**src/rtl/button_pulse_conditioner.sv**
```systemverilog
// rtl/button_pulse_conditioner.sv - two-button synchronise/debounce/auto-repeat pulse generator
// Index 0 is the up button, index 1 the down button throughout.
module button_pulse_conditioner #(
  parameter int unsigned DB_COUNT      = 500000,
  parameter int unsigned DB_WIDTH      = 19,
  parameter bit          REPEAT_EN     = 1'b1,
  parameter int unsigned REPEAT_DELAY  = 25000000,
  parameter int unsigned REPEAT_PERIOD = 10000000,
  parameter int unsigned RPT_WIDTH     = 25
) (
  input  logic clk,
  input  logic reset,
  input  logic btn_up_raw,
  input  logic btn_down_raw,
  output logic up,
  output logic down,
  output logic enable
);

  typedef enum logic [1:0] {IDLE, HOLD, REPEAT} rpt_state_t;

  localparam logic [DB_WIDTH-1:0]  DB_LAST     = DB_WIDTH'(DB_COUNT - 1);
  localparam logic [RPT_WIDTH-1:0] DELAY_LAST  = RPT_WIDTH'(REPEAT_DELAY - 1);
  localparam logic [RPT_WIDTH-1:0] PERIOD_LAST = RPT_WIDTH'(REPEAT_PERIOD - 1);

  logic [1:0]           raw;
  logic [1:0]           s1;
  logic [1:0]           s2;
  logic [1:0]           db;
  logic [1:0]           db_d;
  logic [DB_WIDTH-1:0]  dbc [2];
  rpt_state_t           state [2];
  rpt_state_t           state_next [2];
  logic [RPT_WIDTH-1:0] rc [2];
  logic [RPT_WIDTH-1:0] rc_next [2];
  logic [1:0]           press;
  logic [1:0]           evt;
  logic                 up_keep;
  logic                 down_keep;

  assign raw   = {btn_down_raw, btn_up_raw};
  assign press = db & ~db_d;
  // Chord lockout: an event survives only while the other button is debounced-released.
  assign up_keep   = evt[0] & ~db[1];
  assign down_keep = evt[1] & ~db[0];

  always_ff @(posedge clk) begin
    if (reset) begin
      s1     <= '0;
      s2     <= '0;
      db     <= '0;
      db_d   <= '0;
      up     <= 1'b0;
      down   <= 1'b0;
      enable <= 1'b0;
      for (int i = 0; i < 2; i++) begin
        dbc[i]   <= '0;
        state[i] <= IDLE;
        rc[i]    <= '0;
      end
    end else begin
      s1     <= raw;
      s2     <= s1;
      db_d   <= db;
      up     <= up_keep;
      down   <= down_keep;
      enable <= up_keep | down_keep;
      for (int i = 0; i < 2; i++) begin
        if (s2[i] == db[i]) begin
          dbc[i] <= '0;
        end else if (dbc[i] == DB_LAST) begin
          db[i]  <= s2[i];
          dbc[i] <= '0;
        end else begin
          dbc[i] <= dbc[i] + DB_WIDTH'(1);
        end
        state[i] <= state_next[i];
        rc[i]    <= rc_next[i];
      end
    end
  end

  always_comb begin
    for (int i = 0; i < 2; i++) begin
      state_next[i] = state[i];
      rc_next[i]    = rc[i];
      evt[i]        = 1'b0;
      case (state[i])
        IDLE: begin
          if (press[i]) begin
            evt[i]        = 1'b1;
            rc_next[i]    = '0;
            state_next[i] = REPEAT_EN ? HOLD : IDLE;
          end
        end
        HOLD: begin
          if (!db[i]) begin
            state_next[i] = IDLE;
            rc_next[i]    = '0;
          end else if (rc[i] == DELAY_LAST) begin
            evt[i]        = 1'b1;
            rc_next[i]    = '0;
            state_next[i] = REPEAT;
          end else begin
            rc_next[i] = rc[i] + RPT_WIDTH'(1);
          end
        end
        REPEAT: begin
          if (!db[i]) begin
            state_next[i] = IDLE;
            rc_next[i]    = '0;
          end else if (rc[i] == PERIOD_LAST) begin
            evt[i]     = 1'b1;
            rc_next[i] = '0;
          end else begin
            rc_next[i] = rc[i] + RPT_WIDTH'(1);
          end
        end
        default: begin
          state_next[i] = IDLE;
          rc_next[i]    = '0;
        end
      endcase
    end
  end

endmodule

```
**config.mk**
```make
export PLATFORM = sky130hd
export DESIGN_NAME = button_pulse_conditioner
export DESIGN_NICKNAME = d
export VERILOG_FILES = /design/src/rtl/button_pulse_conditioner.sv
export SDC_FILE = /design/constraint.sdc
export NUM_CORES = 1
export LEC_CHECK = 0
export CAP_MARGIN = 20
export CORE_ASPECT_RATIO = 0.9
export CORE_MARGIN = 2
export CORE_UTILIZATION = 55
export DETAILED_ROUTE_END_ITERATION = 7
export PLACE_DENSITY = 0.71
export SKIP_LAST_GASP = 1
export SYNTH_ARGS = -nofsm -noshare
export SYNTH_HDL_FRONTEND = slang
export SYNTH_SLANG_ARGS = --single-unit
```
**constraint.sdc**
```tcl
create_clock -name clk -period 5.37 [get_ports clk]
set_input_delay 0.537 -clock clk [delete_from_list [all_inputs] [get_ports clk]]
set_output_delay 0.537 -clock clk [all_outputs]
set_load 0.03 [all_outputs]
```
======== Word level (Yosys, flattened, before mapping) ========
Memories as Yosys holds them, arrays and structs flattened.
Cells that the tools add are included.
operators by class
  mux-type cells .......................... 69
  $add $sub $neg .......................... 4
  bitwise operators ....................... 19
  eq/ne operators ......................... 12
  reduce and logical (&&, ||, !) cells .... 4
operators with widths
  operator               count
  $mux 25                12
  $pmux 25 s3            2
  $mux 19                6
  $add 25x1->25 const B  2
  $eq 25x24->1 const B   2
  $eq 25x25->1 const B   2
  $add 19x1->19 const B  2
  $eq 19x19->1 const B   2
  $mux 1                 35
  $mux 2                 10
  $pmux 2 s3             2
  $or 1x1->1             11
  $pmux 1 s3             2
  $eq 2x1->1 const B     2
  $eq 2x2->1 const B     2
  $logic_not 2->1        2
  $not 1->1              4
  $reduce_and 2->1       2
  $and 1x1->1            2
  $and 2x2->2            1
  $eq 1x1->1             2
  $not 2->2              1
word-level totals
  input port bits ......................... 4
  memories kept ........................... 3
  register bits after elaboration ......... 11
  RAM bits ................................ 92
  output and inout port bits .............. 3
memory list
  memory  words  width  read ports  clocked after Yosys merged registers in  wr ports  line  RTL
  rc      2      25     2           0                                        2         34    logic [RPT_WIDTH-1:0] rc [2];
  dbc     2      19     2           0                                        2         31    logic [DB_WIDTH-1:0] dbc [2];
  state   2      2      2           0                                        2         32    rpt_state_t state [2];

======== Longest topological paths before layout ========
Gate-level depths: netlist of run 1.
  word-level depth ........................ 7
  gate-level depth with buffers ........... 9
  gate-level depth less buffers ........... 8

======== Worst setup path after synthesis of run 1 ========
OpenSTA, ideal clock, no wires.
  kind .................................... reg2reg
  start ................................... memory dbc[0][0]
  end ..................................... memory dbc[0][11] (data pin)
  cell stages (with the launch flop) ...... 9
  data required time ...................... 5.113 ns
  period minus slack after synthesis ...... 2.096 ns
  path slack .............................. 3.274 ns
  data arrival time ....................... 1.840 ns
  cell sequence ........................... edfxtp_1 ha_1 nor4b_1 nand2_1 nor4_1 or3_1 buf_2 buf_2 nor2_1
RTL lines
  element      line
  from (decl)  31

==> metrics.md, run 1 <==
| Metric | Value |
|---|---|
| Final hold violations | 0 |
| Die span in y | 98.71 µm |
| GR Util All Layers | 0.2120 |
| Start point of the critical path | dbc[0][0] |
| # Post-CTS Setup Buffers | 0 |
| Worst-margin pin slew | 0.6721 ns |
| Async SR Flop Fraction | 0 |
| Final max-slew violation count | 0 |
| Peak fanout along the critical path | 19 |
| Distinct cell type count after synthesis | 63 |
| Post-route ant nets | 0 |
| Syn avg cell area | 9.105 µm² |
| Worst min path class | flop to flop |
| Post-Syn Instances | 602 |
| Max-cap viol count | 0 |
| Row count | 34 |
| WP data arrival | 2.65 ns |
| Hold Slack | 0.4502 ns |
| Unrepaired setup endpoints after global routing | no |
| Skew final | 0.01190 ns |
| Worst slew margin | 0.5519 |
| Clock buffer count from CTS | 9 |
| Critical path startpoint category | flop |
| Synthesis-to-finish area growth | 8.537% |
| Final wirelength | 10.76 mm |
| Initial Util | 0.5651 |
| # DRC | 0 |
| Fin Setup TNS | 0 ns |
| Clock-pin slew on the worst setup and hold paths | 0.10 ns |
| Root buffer cell | clkbuf_8 |
| H-Tree Depth | 3 |
| N_diodes | 0 |
| Maximum clock frequency | 393.5 MHz |
| Largest net degree at the start of global routing | 21 |
| Yosys warns | 0 |
| Hold path start | s1[1] |
| PostCTS Resize Cnt | 0 |
| Grt ovf | 0 |
| PortBufs | 6 |
| Share of layout cells above drive strength 1 | 0.05132 |
| Main flop type after synthesis | dfxtp_1 |
| Initial antenna violation count | 0 |
| Final core area utilization | 0.6134 |
| Overall power | 1.380 mW |
| Full die area | 0.01078 mm² |
| Largest cells by area after synthesis | dfxtp_1, edfxtp_1, nor2_1 |
| Vias | 4,303 |
| Worst VDD drop | 0.1983 mV |
| Hpwl dp | 7.620 mm |
| Power Density | 232.0 mW/mm² |
| Crit end category | flop |
| Post-layout min period | 2.541 ns |
| Total Nets Final | 654 |
| Reg2reg setup slack | 2.83 ns |
| Synth Register Bits | 103 |
| Drt pass-1 iters | 4 |
| Sequential area share after synthesis | 0.4456 |
| Top cell type by total area after synthesis | dfxtp_1 |
| Worst skew pair latency | 0.37 ns |
| IO Pins | 7 |
| DRT iter0 DRCs | 238 |
| CP required | 5.48 ns |
| Run status | completed |
| CP Class | flop to flop |
| Leak | 1.940 nW |
| Final setup viols | 0 |
| Core Area | 0.009699 mm² |
| Clock Sinks | 103 |
| First-pass GRT wire length | 18.36 mm |
| Period utilization | 0.4732 |
| EDFF count, synth | 38 |
| Post-cts hold buffer count | 0 |
| Area of the mapped netlist | 0.005482 mm² |
| Top cell type's share of synthesized area | 0.2374 |
| Vias per inst | 5.596 |
| Wire length per cell | 14.00 µm |
| TritonCTS clock tree | built |
| Placer congestion estimate | 0.8599 |
| Vias in the first global route | 3,964 |
| Clock Path Buffers | 2 |
| Die W | 109.2 µm |
| Worst r2r src | dbc[0][0] |
## cells in the final DEF, fill, tap and decap left out, types with 11 or more instances in the layout
master    instances
nand2_1          61
nand4_1          16
nor2_1          102
dfxtp_1          65
ha_1             12
nor2b_1          11
nor3_1           15
edfxtp_1         38
a21oi_1          13
or3_1            11
o21ai_0          11
nand3_1          38
inv_1            17
xor2_1           26
xnor2_1          40
conb_1           38
## flip-flops by register name, summed over array words and instances, names as in the netlist
register	flops
state	4
dbc	38
up	1
db_d	2
s1	2
s2	2
down	1
db	2
enable	1
rc	50
## path summary, 6_finish.rpt
check,endpoint,cells past startpoint
setup reg to reg,dbc[0][16],6
hold / removal,s2[1],1
hold reg to reg,s2[1],1
setup / recovery,dbc[0][16],6
## per-layer routing
| layer | up-vias | GRT usage | wire [µm] |
|---|---|---|---|
| li1 | 2149 | - | - |
| met1 | 2046 | 0.2906 | 5189 |
| met2 | 90 | 0.3254 | 4897 |
| met3 | 18 | 0.05489 | 474 |
| met4 | 0 | 0.07303 | 203 |
| met5 | - | 0 | 0 |
## cells in the mapped netlist, types with 8 or more instances
library cell,n
nand2_1,61
xnor2_1,40
a31oi_1,8
nand4_1,16
or3_1,11
nor2_1,102
inv_1,17
edfxtp_1,38
nor3_1,15
o21ai_0,11
nand3_1,38
and3_1,9
nor2b_1,11
nor4b_1,9
a21oi_1,13
xor2_1,26
ha_1,12
dfxtp_1,65
nand2b_1,8
## kinds of logic (layout without fill, tap and decap cells)
kind of cell,after synthesis,after routing,share of synthesized area
XOR/XNOR,66,66,0.1055
AND/OR/NAND/NOR,321,321,0.3002
flip-flops,103,103,0.4456
other,1,38,0.0006841
buffers and inverters,38,42,0.03195
AO/OA/AOI/OAI,55,55,0.07761
adder cells (fa/ha/maj),12,12,0.02739
multiplexers,6,6,0.01118
## where the power goes
part	switching, mW	total [mW]	internal [mW]	leakage (nW)
registers	0.0140	0.836	0.822	0.916
clock network	0.262	0.506	0.244	0.0988
logic	0.0241	0.0387	0.0146	0.925
## stage by stage
stage	setup WS (ns)	cells	instance area (µm²)
6_report	2.829	769	5949
5_1_grt	2.537	769	5949
4_1_cts	2.796	769	5949
3_5_place_dp	2.691	753	5747
3_3_place_gp	2.788	753	5747
2_1_floorplan	3.274	639	5620
## critical path, cell delays in order, from the launching register on
cell	delay, ns
edfxtp_1	0.40
ha_1	0.29
nor4b_1	0.26
nand2_1	0.10
nor4_1	0.51
or3_1	0.59
nor2_1	0.13
## final cells by class
| class | instances | area, µm² |
|---|---|---|
| flip-flops and latches | 103 | 2442 |
| inverters | 18 | 68.82 |
| clock buffers | 13 | 160.2 |
| repair buffers | 8 | 75.07 |
| well taps | 126 | 157.7 |
| fillers | 858 | 3750 |
| clock inverters | 3 | 42.54 |
| multi-input cells | 498 | 3003 |
Power figures use the tool's default switching activity.
==> run 2: changes to the inputs <==
==> constraint.sdc (replaced) <==
create_clock -name clk -period 2.6 [get_ports clk]
set_input_delay 0.26 -clock clk [delete_from_list [all_inputs] [get_ports clk]]
set_output_delay 0.26 -clock clk [all_outputs]
set_load 0.03 [all_outputs]
==> run 2 against run 1 <==
Net effect:
- first-iteration DRC count up 22%
- die area did not move
- sequential power is 110% higher
- clock skew barely moved
- critical path depth rose by 1
- setup slack worse by 2.6 ns
- final cell count increased by 0.91%
- register-to-register slack lost 2.6 ns
==> metrics.md, run 2 (same netlist as run 1, synthesis figures left out) <==
| Metric | Value |
|---|---|
| Total Nets Final | 661 (+1.1%) |
| Largest net degree at the start of global routing | 30 (+43%) |
| Synthesis-to-finish area growth | 9.541% |
| Final wirelength | 10.40 mm (-3.4%) |
| Final max-slew violation count | 0 (unchanged) |
| IO Pins | 7 (unchanged) |
| CP Class | flop to flop |
| Core Area | 0.009699 mm² (unchanged) |
| Peak fanout along the critical path | 6 (-13) |
| Vias per inst | 5.488 (-1.9%) |
| TritonCTS clock tree | built |
| Largest reg by FF count | rc |
| Drt pass-1 iters | 4 (unchanged) |
| GR Util All Layers | 0.2081 (-0.003877) |
| Leak | 1.973 nW (+1.7%) |
| Final setup viols | 0 (unchanged) |
| Overall power | 2.860 mW (+110%) |
| Die span in y | 98.71 µm (unchanged) |
| Max-cap viol count | 0 (unchanged) |
| Most common cell after layout, fill and taps aside | nor2_1 |
| PostCTS Resize Cnt | 0 (unchanged) |
| Clock buffer count from CTS | 9 (unchanged) |
| Die W | 109.2 µm (unchanged) |
| Share of layout cells above drive strength 1 | 0.06615 (+0.01483) |
| Sw Pwr | 0.6722 mW (+120%) |
| Worst min path class | flop to flop |
| Initial antenna violation count | 0 (unchanged) |
| # DRC | 0 (unchanged) |
| Fin Setup TNS | 0 ns (unchanged) |
| Worst VDD drop | 0.3783 mV (+91%) |
| DRT iter0 DRCs | 290 (+22%) |
| Crit end category | flop |
| Post-route ant nets | 0 (unchanged) |
| Run status | completed |
| Worst skew pair latency | 0.37 ns (about the same) |
| Wire length per cell | 13.41 µm (-4.2%) |
| # Post-CTS Setup Buffers | 0 (unchanged) |
| First-pass GRT wire length | 18.31 mm (-0.26%) |
| Maximum clock frequency | 429.0 MHz (+9.0%) |
| Final hold violations | 0 (unchanged) |
| Hpwl dp | 7.480 mm (-1.8%) |
| Row count | 34 (unchanged) |
| Vias | 4,259 (-1.0%) |
| Switching share of power | 0.2350 (+0.01774) |
| Period utilization | 0.8965 (+0.4233) |
| Seq pwr share | 0.603 (-0.003) |
| CP required | 2.87 ns (-2.61 ns) |
| Worst slew margin | 0.4032 (-0.1487) |
| Initial Util | 0.5651 (unchanged) |
| PortBufs | 6 (unchanged) |
| Post-cts hold buffer count | 0 (unchanged) |
| Grt ovf | 0 (unchanged) |
| Comb power frac | 0.028 (about the same) |
| Root buffer cell | clkbuf_8 |
| Clock-pin slew on the worst setup and hold paths | 0.11 ns (about the same) |
| Most frequent cells in the layout | nor2_1, dfxtp_1, nand2_1, xnor2_1 |
| Post-layout min period | 2.331 ns (-0.2102 ns) |
| Full die area | 0.01078 mm² (unchanged) |
| Internal Pwr Total | 2.188 mW (+100%) |
| Clock Path Buffers | 2 (unchanged) |
| Critical path startpoint category | flop |
| Unrepaired setup endpoints after global routing | no |
| Placer congestion estimate | 0.8378 (-2.6%) |
| Clock Sinks | 103 (unchanged) |
| Number of flip-flops in the largest register | 50 (unchanged) |
| N_diodes | 0 (unchanged) |
| Skew final | 0.01154 ns (-0.0003590 ns) |
| Largest regs | rc x50, dbc x38, state x4 |
| WP data arrival | 2.60 ns (-0.05 ns) |
| Worst-margin pin slew | 0.8837 ns (+0.2115 ns) |
| Power Density | 476.3 mW/mm² (+110%) |
| H-Tree Depth | 3 (unchanged) |
| Vias in the first global route | 3,965 (+0.025%) |
| Clock share of power | 0.369 (+0.003) |
==> run 2: path summary, 6_finish.rpt <==
check	from	slack, ns	to	cells past startpoint
worst max-delay path	rc[0][0]	0.27	state[0][0]	7
worst min-delay path	s1[0]	0.45	s2[0]	1
worst max register to register	rc[0][0]	0.27	state[0][0]	7
worst min register to register	s1[0]	0.45	s2[0]	1
==> run 2: worst max-delay path: stages (launching register included) <==
cell and delay [ns]:
dfxtp_1 0.37, ha_1 0.22, nor4bb_1 0.46, nand4_1 0.20, nor3_2 0.24, o21ai_0 0.25
o21ai_0 0.24, nor3b_1 0.27
==> run 2: final cells by class <==
class                   instances  area, µm²
multi-input cells             498       3003
inverters                      18      68.82
fillers                       815       3695
clock buffers                   9      123.9
clock inverters                 7      81.33
repair buffers                 15      127.6
flip-flops and latches        103       2442
well taps                     126      157.7
==> run 2: power by group through the flow <==
stage	sequential, mW	combinational [mW]	clock (mW)
after floorplan	1.75	0.0657	0
after global placement	1.76	0.0780	0
after detailed placement	1.76	0.0784	0
after CTS	1.73	0.0789	1.10
after global routing	1.73	0.0927	1.15
final	1.73	0.0803	1.05
==> run 2: layer usage <==
layer  global-route usage  vias to the layer above  part of all wire
met5                    0                        -                 0
met1               0.2902                     2004              0.49
li1                     -                     2164                 -
met3              0.04630                        8             0.040
met2               0.3335                       83              0.46
met4              0.04284                        0            0.0073
==> run 2: through the flow <==
stage	util	worst slack, ns	instances	cell area [µm²]	hold slack, ns
3_5_place_dp	0.5979	0.2992	760	5799	0.4280
5_1_grt	0.6191	0.06355	776	6005	0.4490
6_report	0.6191	0.2691	776	6005	0.4492
4_1_cts	0.6191	0.2958	776	6005	0.4486
2_1_floorplan	-	0.5038	639	5620	0.3882
3_3_place_gp	0.5979	0.3641	760	5799	0.4350
